## src/rtl/sram_port_arbiter_if.sv

```systemverilog
// sram_port_arbiter_if: bundles the instruction-fetch port, the data-access
// port and the single-ported SRAM port that sram_port_arbiter sits between.
// The slave modport is the arbiter's view; the master modport is the view of
// whatever drives the requesters and models the SRAM macro.
interface sram_port_arbiter_if;
  logic        inst_req;
  logic [31:0] inst_addr;
  logic        inst_gnt;
  logic        inst_stall;
  logic        inst_rvalid;
  logic [31:0] inst_rdata;

  logic        data_req;
  logic [3:0]  data_wen;
  logic [31:0] data_addr;
  logic [31:0] data_wdata;
  logic        data_gnt;
  logic        data_stall;
  logic        data_rvalid;
  logic [31:0] data_rdata;

  logic        sram_en;
  logic [3:0]  sram_wen;
  logic [31:0] sram_addr;
  logic [31:0] sram_wdata;
  logic [31:0] sram_rdata;

  modport slave (
    input  inst_req, inst_addr,
    output inst_gnt, inst_stall, inst_rvalid, inst_rdata,
    input  data_req, data_wen, data_addr, data_wdata,
    output data_gnt, data_stall, data_rvalid, data_rdata,
    output sram_en, sram_wen, sram_addr, sram_wdata,
    input  sram_rdata
  );

  modport master (
    output inst_req, inst_addr,
    input  inst_gnt, inst_stall, inst_rvalid, inst_rdata,
    output data_req, data_wen, data_addr, data_wdata,
    input  data_gnt, data_stall, data_rvalid, data_rdata,
    input  sram_en, sram_wen, sram_addr, sram_wdata,
    output sram_rdata
  );
endinterface

```

## src/rtl/sram_port_arbiter.sv

```systemverilog
// sram_port_arbiter: shares one single-ported synchronous SRAM between the
// CPU instruction-fetch port and data-access port. One grant per cycle,
// data wins by default, read data comes back one cycle after the grant and
// is routed to the port that issued it.
// Optional feature macro: ARB_STARVE_GUARD_EN. When defined, an instruction
// request that has lost MAX_DATA_BURST consecutive cycles to data is forced
// to win; when undefined, data has strict priority.
module sram_port_arbiter #(
  parameter int unsigned MAX_DATA_BURST = 4
) (
  input  logic                clk,
  input  logic                resetn,
  sram_port_arbiter_if.slave  bus
);

  if (MAX_DATA_BURST < 1 || MAX_DATA_BURST > 15) begin : g_bad_burst
    $error("sram_port_arbiter: MAX_DATA_BURST must be in 1..15");
  end

  typedef enum logic [1:0] {
    PEND_NONE = 2'd0,
    PEND_INST = 2'd1,
    PEND_DATA = 2'd2
  } pend_e;

  pend_e       pend_q, pend_d;
  logic [31:0] inst_hold_q, inst_hold_d;
  logic [31:0] data_hold_q, data_hold_d;
  logic        inst_gnt;
  logic        data_gnt;
  logic        inst_force;
  logic        inst_rvalid;
  logic        data_rvalid;

`ifdef ARB_STARVE_GUARD_EN
  localparam logic [3:0] BURST_MAX = 4'(MAX_DATA_BURST);

  logic [3:0] starve_cnt_q, starve_cnt_d;

  assign inst_force = bus.inst_req && (starve_cnt_q == BURST_MAX);

  // Count consecutive cycles a waiting instruction request loses to data
  always_comb begin
    starve_cnt_d = starve_cnt_q;
    if (!bus.inst_req || inst_gnt) begin
      starve_cnt_d = 4'd0;
    end else if (data_gnt && (starve_cnt_q != BURST_MAX)) begin
      starve_cnt_d = starve_cnt_q + 4'd1;
    end
  end

  // Starvation counter register
  always_ff @(posedge clk or negedge resetn) begin
    if (!resetn) begin
      starve_cnt_q <= 4'd0;
    end else begin
      starve_cnt_q <= starve_cnt_d;
    end
  end
`else
  assign inst_force = 1'b0;
`endif

  // Pick at most one winner; nothing is granted while reset is held
  always_comb begin
    inst_gnt = 1'b0;
    data_gnt = 1'b0;
    if (resetn) begin
      if (bus.data_req && !inst_force) begin
        data_gnt = 1'b1;
      end else if (bus.inst_req) begin
        inst_gnt = 1'b1;
      end
    end
  end

  // Drive grants, stalls, the SRAM port and the read-return paths
  always_comb begin
    inst_rvalid    = (pend_q == PEND_INST);
    data_rvalid    = (pend_q == PEND_DATA);

    bus.inst_gnt   = inst_gnt;
    bus.data_gnt   = data_gnt;
    bus.inst_stall = resetn & bus.inst_req & ~inst_gnt;
    bus.data_stall = resetn & bus.data_req & ~data_gnt;

    bus.sram_en    = inst_gnt | data_gnt;
    bus.sram_wen   = data_gnt ? bus.data_wen : 4'b0000;
    bus.sram_addr  = 32'h0;
    bus.sram_wdata = 32'h0;
    if (data_gnt) begin
      bus.sram_addr  = bus.data_addr;
      bus.sram_wdata = bus.data_wdata;
    end else if (inst_gnt) begin
      bus.sram_addr  = bus.inst_addr;
    end

    bus.inst_rvalid = inst_rvalid;
    bus.data_rvalid = data_rvalid;
    bus.inst_rdata  = inst_rvalid ? bus.sram_rdata : inst_hold_q;
    bus.data_rdata  = data_rvalid ? bus.sram_rdata : data_hold_q;
  end

  // Tag the outstanding read and capture returned data into the hold registers
  always_comb begin
    pend_d      = PEND_NONE;
    inst_hold_d = inst_hold_q;
    data_hold_d = data_hold_q;
    if (inst_gnt) begin
      pend_d = PEND_INST;
    end else if (data_gnt && (bus.data_wen == 4'b0000)) begin
      pend_d = PEND_DATA;
    end
    if (inst_rvalid) begin
      inst_hold_d = bus.sram_rdata;
    end
    if (data_rvalid) begin
      data_hold_d = bus.sram_rdata;
    end
  end

  // Pending tag and hold registers; reset drops any read in flight
  always_ff @(posedge clk or negedge resetn) begin
    if (!resetn) begin
      pend_q      <= PEND_NONE;
      inst_hold_q <= 32'h0;
      data_hold_q <= 32'h0;
    end else begin
      pend_q      <= pend_d;
      inst_hold_q <= inst_hold_d;
      data_hold_q <= data_hold_d;
    end
  end

endmodule
```

## src/flat_wrapper.sv

```systemverilog
// flat-port wrapper written by rule: the top's interface ports become plain ports
module sram_port_arbiter_flat 
#(
  parameter int unsigned MAX_DATA_BURST = 4
)
  (clk, resetn, bus_inst_req, bus_inst_addr, bus_inst_gnt, bus_inst_stall, bus_inst_rvalid, bus_inst_rdata, bus_data_req, bus_data_wen, bus_data_addr, bus_data_wdata, bus_data_gnt, bus_data_stall, bus_data_rvalid, bus_data_rdata, bus_sram_en, bus_sram_wen, bus_sram_addr, bus_sram_wdata, bus_sram_rdata);
  sram_port_arbiter_if bus_i ();
  input  logic clk;
  input  logic resetn;
  input wire logic [$bits(bus_i.inst_req)-1:0] bus_inst_req;
  input wire logic [$bits(bus_i.inst_addr)-1:0] bus_inst_addr;
  output wire logic [$bits(bus_i.inst_gnt)-1:0] bus_inst_gnt;
  output wire logic [$bits(bus_i.inst_stall)-1:0] bus_inst_stall;
  output wire logic [$bits(bus_i.inst_rvalid)-1:0] bus_inst_rvalid;
  output wire logic [$bits(bus_i.inst_rdata)-1:0] bus_inst_rdata;
  input wire logic [$bits(bus_i.data_req)-1:0] bus_data_req;
  input wire logic [$bits(bus_i.data_wen)-1:0] bus_data_wen;
  input wire logic [$bits(bus_i.data_addr)-1:0] bus_data_addr;
  input wire logic [$bits(bus_i.data_wdata)-1:0] bus_data_wdata;
  output wire logic [$bits(bus_i.data_gnt)-1:0] bus_data_gnt;
  output wire logic [$bits(bus_i.data_stall)-1:0] bus_data_stall;
  output wire logic [$bits(bus_i.data_rvalid)-1:0] bus_data_rvalid;
  output wire logic [$bits(bus_i.data_rdata)-1:0] bus_data_rdata;
  output wire logic [$bits(bus_i.sram_en)-1:0] bus_sram_en;
  output wire logic [$bits(bus_i.sram_wen)-1:0] bus_sram_wen;
  output wire logic [$bits(bus_i.sram_addr)-1:0] bus_sram_addr;
  output wire logic [$bits(bus_i.sram_wdata)-1:0] bus_sram_wdata;
  input wire logic [$bits(bus_i.sram_rdata)-1:0] bus_sram_rdata;
  assign bus_i.inst_req = bus_inst_req;
  assign bus_i.inst_addr = bus_inst_addr;
  assign bus_inst_gnt = bus_i.inst_gnt;
  assign bus_inst_stall = bus_i.inst_stall;
  assign bus_inst_rvalid = bus_i.inst_rvalid;
  assign bus_inst_rdata = bus_i.inst_rdata;
  assign bus_i.data_req = bus_data_req;
  assign bus_i.data_wen = bus_data_wen;
  assign bus_i.data_addr = bus_data_addr;
  assign bus_i.data_wdata = bus_data_wdata;
  assign bus_data_gnt = bus_i.data_gnt;
  assign bus_data_stall = bus_i.data_stall;
  assign bus_data_rvalid = bus_i.data_rvalid;
  assign bus_data_rdata = bus_i.data_rdata;
  assign bus_sram_en = bus_i.sram_en;
  assign bus_sram_wen = bus_i.sram_wen;
  assign bus_sram_addr = bus_i.sram_addr;
  assign bus_sram_wdata = bus_i.sram_wdata;
  assign bus_i.sram_rdata = bus_sram_rdata;
  sram_port_arbiter #(.MAX_DATA_BURST(MAX_DATA_BURST)) u_core (.clk(clk), .resetn(resetn), .bus(bus_i));
endmodule
```

## config.mk

```make
export PLATFORM = sky130hd
export DESIGN_NAME = sram_port_arbiter_flat
export DESIGN_NICKNAME = d
export VERILOG_FILES = /design/src/rtl/sram_port_arbiter_if.sv /design/src/rtl/sram_port_arbiter.sv /design/src/flat_wrapper.sv
export SDC_FILE = /design/constraint.sdc
export NUM_CORES = 1
export LEC_CHECK = 0
export ABC_CLOCK_PERIOD_IN_PS = 3700
export CAP_MARGIN = 20
export CELL_PAD_IN_SITES_DETAIL_PLACEMENT = 1
export CELL_PAD_IN_SITES_GLOBAL_PLACEMENT = 1
export CORE_MARGIN = 3
export CORE_UTILIZATION = 26
export CTS_CLUSTER_SIZE = 12
export DETAILED_ROUTE_END_ITERATION = 16
export PLACE_DENSITY_LB_ADDON = 0.12
export SKIP_LAST_GASP = 1
export SYNTH_ARGS = -nofsm -noshare
export SYNTH_HDL_FRONTEND = slang
export SYNTH_SLANG_ARGS = --single-unit
```

## constraint.sdc

```tcl
create_clock -name clk -period 3.7 [get_ports clk]
set_input_delay 0.74 -clock clk [delete_from_list [all_inputs] [get_ports clk]]
set_output_delay 0.74 -clock clk [all_outputs]
set_load 0.02 [all_outputs]
```

; Yosys cells after proc, flatten, opt, wreduce, memory -nomap -nowiden
; Cells that the tools add are included.
; W data, S select, Z words.
[op_classes]
n_reduce_logical = 2
mux = 13
bitwise = 7
eq_ne = 2
[ops]
columns = cell, n
row1 = $mux W32, 5
row2 = $mux W1, 5
row3 = $and A1 B1 Y1, 4
row4 = $logic_not A4 Y1, 1
row5 = $mux W2, 2
row6 = $mux W4, 1
row7 = $eq A2 B1 Y1 const B, 1
row8 = $eq A2 B2 Y1 const B, 1
row9 = $not A1 Y1, 2
row10 = $logic_and A1 B1 Y1, 1
row11 = $or A1 B1 Y1, 1
[word_totals]
wordCells = 27
input_bits = 136
output_inout_bits = 139
ff_bits = 66

; Longest topological paths before layout
[depth]
depth_word = 5
depth_mapped = 5
mapped_depth_nobuf = 2

; Least setup slack after synthesis
; No wires, ideal clock.
[synth_timing]
kind = input-to-output
from = in resetn
to = out bus_sram_addr[23]
path_stages = 5
arrival_ps = 1525
n_path_buf = 3
setup_slack_ps = 1435
path_cell_list = buf_6 and2_4 buf_6 buf_6 a32o_1
[synth_via]
word_cells_on_any_way = 4
[synth_lines]
columns = element, line
row1 = "start, declared", flat_wrapper.sv:9  ; input logic resetn;
row2 = $mux W1, sram_port_arbiter.sv:68  ; if (resetn) begin
row3 = named net bus_data_gnt, flat_wrapper.sv:20  ; output wire logic [$bits(bus_i.data_gnt)-1:0] bus_data_gnt;
row4 = $mux W32, sram_port_arbiter.sv:91  ; if (data_gnt) begin
row5 = "end, declared", flat_wrapper.sv:26  ; output wire logic [$bits(bus_i.sram_addr)-1:0] bus_sram_addr;
; The timed path passes the listed nets, and every way through them passes these cells.

; Final worst setup path
[layout_timing]
from = in bus_data_req
to = out bus_sram_addr[4]
[layout_via]
elab_chain_cells = 4
word_cells_on_any_way = 6
[layout_rtl]
columns = element, line
row1 = "start, declared", flat_wrapper.sv:16  ; input wire logic [$bits(bus_i.data_req)-1:0] bus_data_req;
row2 = $mux W1, sram_port_arbiter.sv:69  ; if (bus.data_req && !inst_force) begin
row3 = $mux W1, sram_port_arbiter.sv:68
row4 = $mux W32, sram_port_arbiter.sv:94  ; end else if (inst_gnt) begin
row5 = $mux W32 *, sram_port_arbiter.sv:91
; Every way passes the cells marked *; elsewhere a longest branch is shown, timed or not.

==> impl_metrics.tcl <==
set metrics [dict create \
    tightest_slew_ns 0.743 \
    vias 3121 \
    synthesis.nets 374 \
    p_leak_nw 2.84 \
    cap_violations 0 \
    powerDensity_mw_per_mm2 441 \
    crit_type "in2out" \
    path_clk_slew_ns 0.05 \
    yosysTopAreaCell "dfrtp_1" \
    grt_pass1_vias 3509 \
    nets 637 \
    synthTopCellsByArea "dfrtp_1, mux2_4, a32o_1, and3_1, buf_6" \
    start_util 0.268 \
    max_freq_mhz 298 \
    syn_to_final_growth_pct 91.8 \
    worstRegToRegCells 3 \
    required_ns 2.96 \
    final_cell_mix "clkdlybuf4s50_1, dfrtp_1, mux2_4" \
    wl_um 13500 \
    critPathMaxFanout 34 \
    min_path_type "reg2reg" \
    cts_max_level 3 \
    syn-cell-area_mm2 0.00341 \
    syn_inst 238 \
    end_kind "primary output" \
    timing.hold.ws_ns 0.490 \
    status "complete, no violations" \
    grt_max_degree 60 \
    cp_cell_sequence "clkdlybuf4s50_1 -> and2_4 -> a32o_1 -> clkdlybuf4s50_1" \
    yosys.area.top_type_share 0.484 \
    worstPathArrival_ns 2.62 \
    timing.critical_path.mode_cell "clkdlybuf4s50_1" \
    whs_path_depth 1 \
    cts-resized-gates 0 \
    finalCritPeriodShare 0.907 \
    grt-ovfl-total 0 \
    ys_seq_area_frac 0.484 \
    grt_pass1_wl_um 20000 \
    chipHeight_um 121 \
    pre_cts_ws_ns 0.334 \
    antenna_found_initial 0 \
    vdd_drop_max_uv 183 \
    dp_hpwl_um 10600 \
    setup_tns_ns 0 \
    nFillCells 1339 \
    io_buffers 273 \
    clock_path_buffers 2 \
    final_common_cell "clkdlybuf4s50_1" \
    numClockSinks 66 \
    drt_iter0_drc 96 \
    gp_congestion 0.730 \
    wl_per_cell_um 19.9 \
    finalHoldViolations 0 \
    cpPeakStageDelay_ns 0.65 \
    clock_skew_ns 0.00374 \
    clkLatencyLatePin_ns 0.32 \
    slew_viol_final 0 \
    first_pass_iters 4 \
    ant_nets 0 \
    die_area_mm2 0.0145 \
    slew_headroom 0.505 \
    fin_crit_ns 3.36 \
    yosys.cell_types.count 17 \
    drc_errors 0 \
    numCtsBuffers 9 \
    yosysWarnings 0 \
    ctsHoldBuffers 0 \
    die_x_um 121 \
    io_pins 275 \
    worst_setup_path_start_kind "input pin" \
    n_antenna_cell 0 \
    root_buffer "clkbuf_16" \
    drive_gt1_frac 0.182 \
    syn_area_per_cell_um2 14.3 \
    report.final.setup_viol 0 \
    ys_seq_elements 66 \
    core_region_area_mm2 0.0127 \
    cts_setup_buffers 0 \
    critPathSlowestCell "clkdlybuf4s50_1" \
    row_count 41 \
    cts_tree "done" \
    via_per_inst 4.61 \
    grt_util_all_layers 0.180 \
    fin_ws_ns 0.344 \
    rsz0062_at_grt "false" \
]
[area by class of cell]
class,count,area [um^2],area share
Multi-Input combinational cell,142,1560,0.238
Sequential cell,66,1650,0.252
Clock buffer,13,270,0.0413
Inverter,1,3.75,0.000573
Tap cell,172,215,0.0329
Timing Repair Buffer,281,2810,0.429
Clock inverter,2,35.0,0.00535
[power breakdown]
part | total (mW) | switching, mW | internal, mW
sequential | 0.905 | 0.0410 | 0.864
clock | 0.854 | 0.283 | 0.571
combinational | 1.13 | 0.492 | 0.636
total | 2.89 | 0.816 | 2.07
[flip-flops by register name, indices dropped and copies added, names as in the netlist]
signal / flops
u_core.data_hold_q: 32
u_core.inst_hold_q: 32
u_core.pend_q: 2
[worst paths after layout]
path,start,endpoint,slack [ns]
worst min register to register,u_core.inst_hold_q[29]$_DFF_PN0_,u_core.inst_hold_q[29]$_DFF_PN0_,0.49
worst max-delay path,bus_data_req,bus_sram_addr[4],0.34
min in group asynchronous,resetn,u_core.pend_q[1]$_DFF_PN0_,0.61
max in group asynchronous,resetn,u_core.data_hold_q[28]$_DFF_PN0_,2.41
worst min-delay path,u_core.inst_hold_q[29]$_DFF_PN0_,u_core.inst_hold_q[29]$_DFF_PN0_,0.49
worst max register to register,u_core.pend_q[1]$_DFF_PN0_,u_core.data_hold_q[1]$_DFF_PN0_,2.14
[synth_stat cells]
master    instances
mux2_4           58
o21a_1            1
buf_2             4
buf_4             2
conb_1            1
and2_1            2
clkbuf_1         11
a32o_1           32
nor4_1            1
mux2_2            6
and2_4            1
nor2b_1           2
dfrtp_1          66
nand2b_1          1
buf_6            12
inv_1             1
and3_1           37
[metal layers]
metal  up-vias  track usage  part of all wire
met5         -            0                 0
met3        17       0.0753             0.091
met4         0       0.0652             0.023
met2       154        0.337              0.54
met1      1531        0.176              0.35
li1       1419            -                 -
[critical path, delay by kind of cell]
kind	cells	cell delay [ns]
AO/OA/AOI/OAI	1	0.19
buffers and inverters	2	1.24
AND/OR/NAND/NOR	1	0.44
[per-stage QoR]
| stage | utilization | area [um^2] | instances | power, mW |
|---|---|---|---|---|
| after floorplan | - | 3410 | 238 | 1.47 |
| after global placement | 0.491 | 6240 | 662 | 2.03 |
| after detailed placement | 0.491 | 6240 | 662 | 2.05 |
| after CTS | 0.515 | 6550 | 677 | 2.93 |
| after global routing | 0.515 | 6550 | 677 | 3.02 |
| final | 0.515 | 6550 | 677 | 2.89 |
[cells by family after synthesis]
logic type,Yosys count,synth area share
compound gates,33,0.0960
other cells,1,0.00110
buf+inv,30,0.0630
flops,66,0.484
simple gates,44,0.0813
mux,64,0.275
Power figures use the tool's default switching activity.
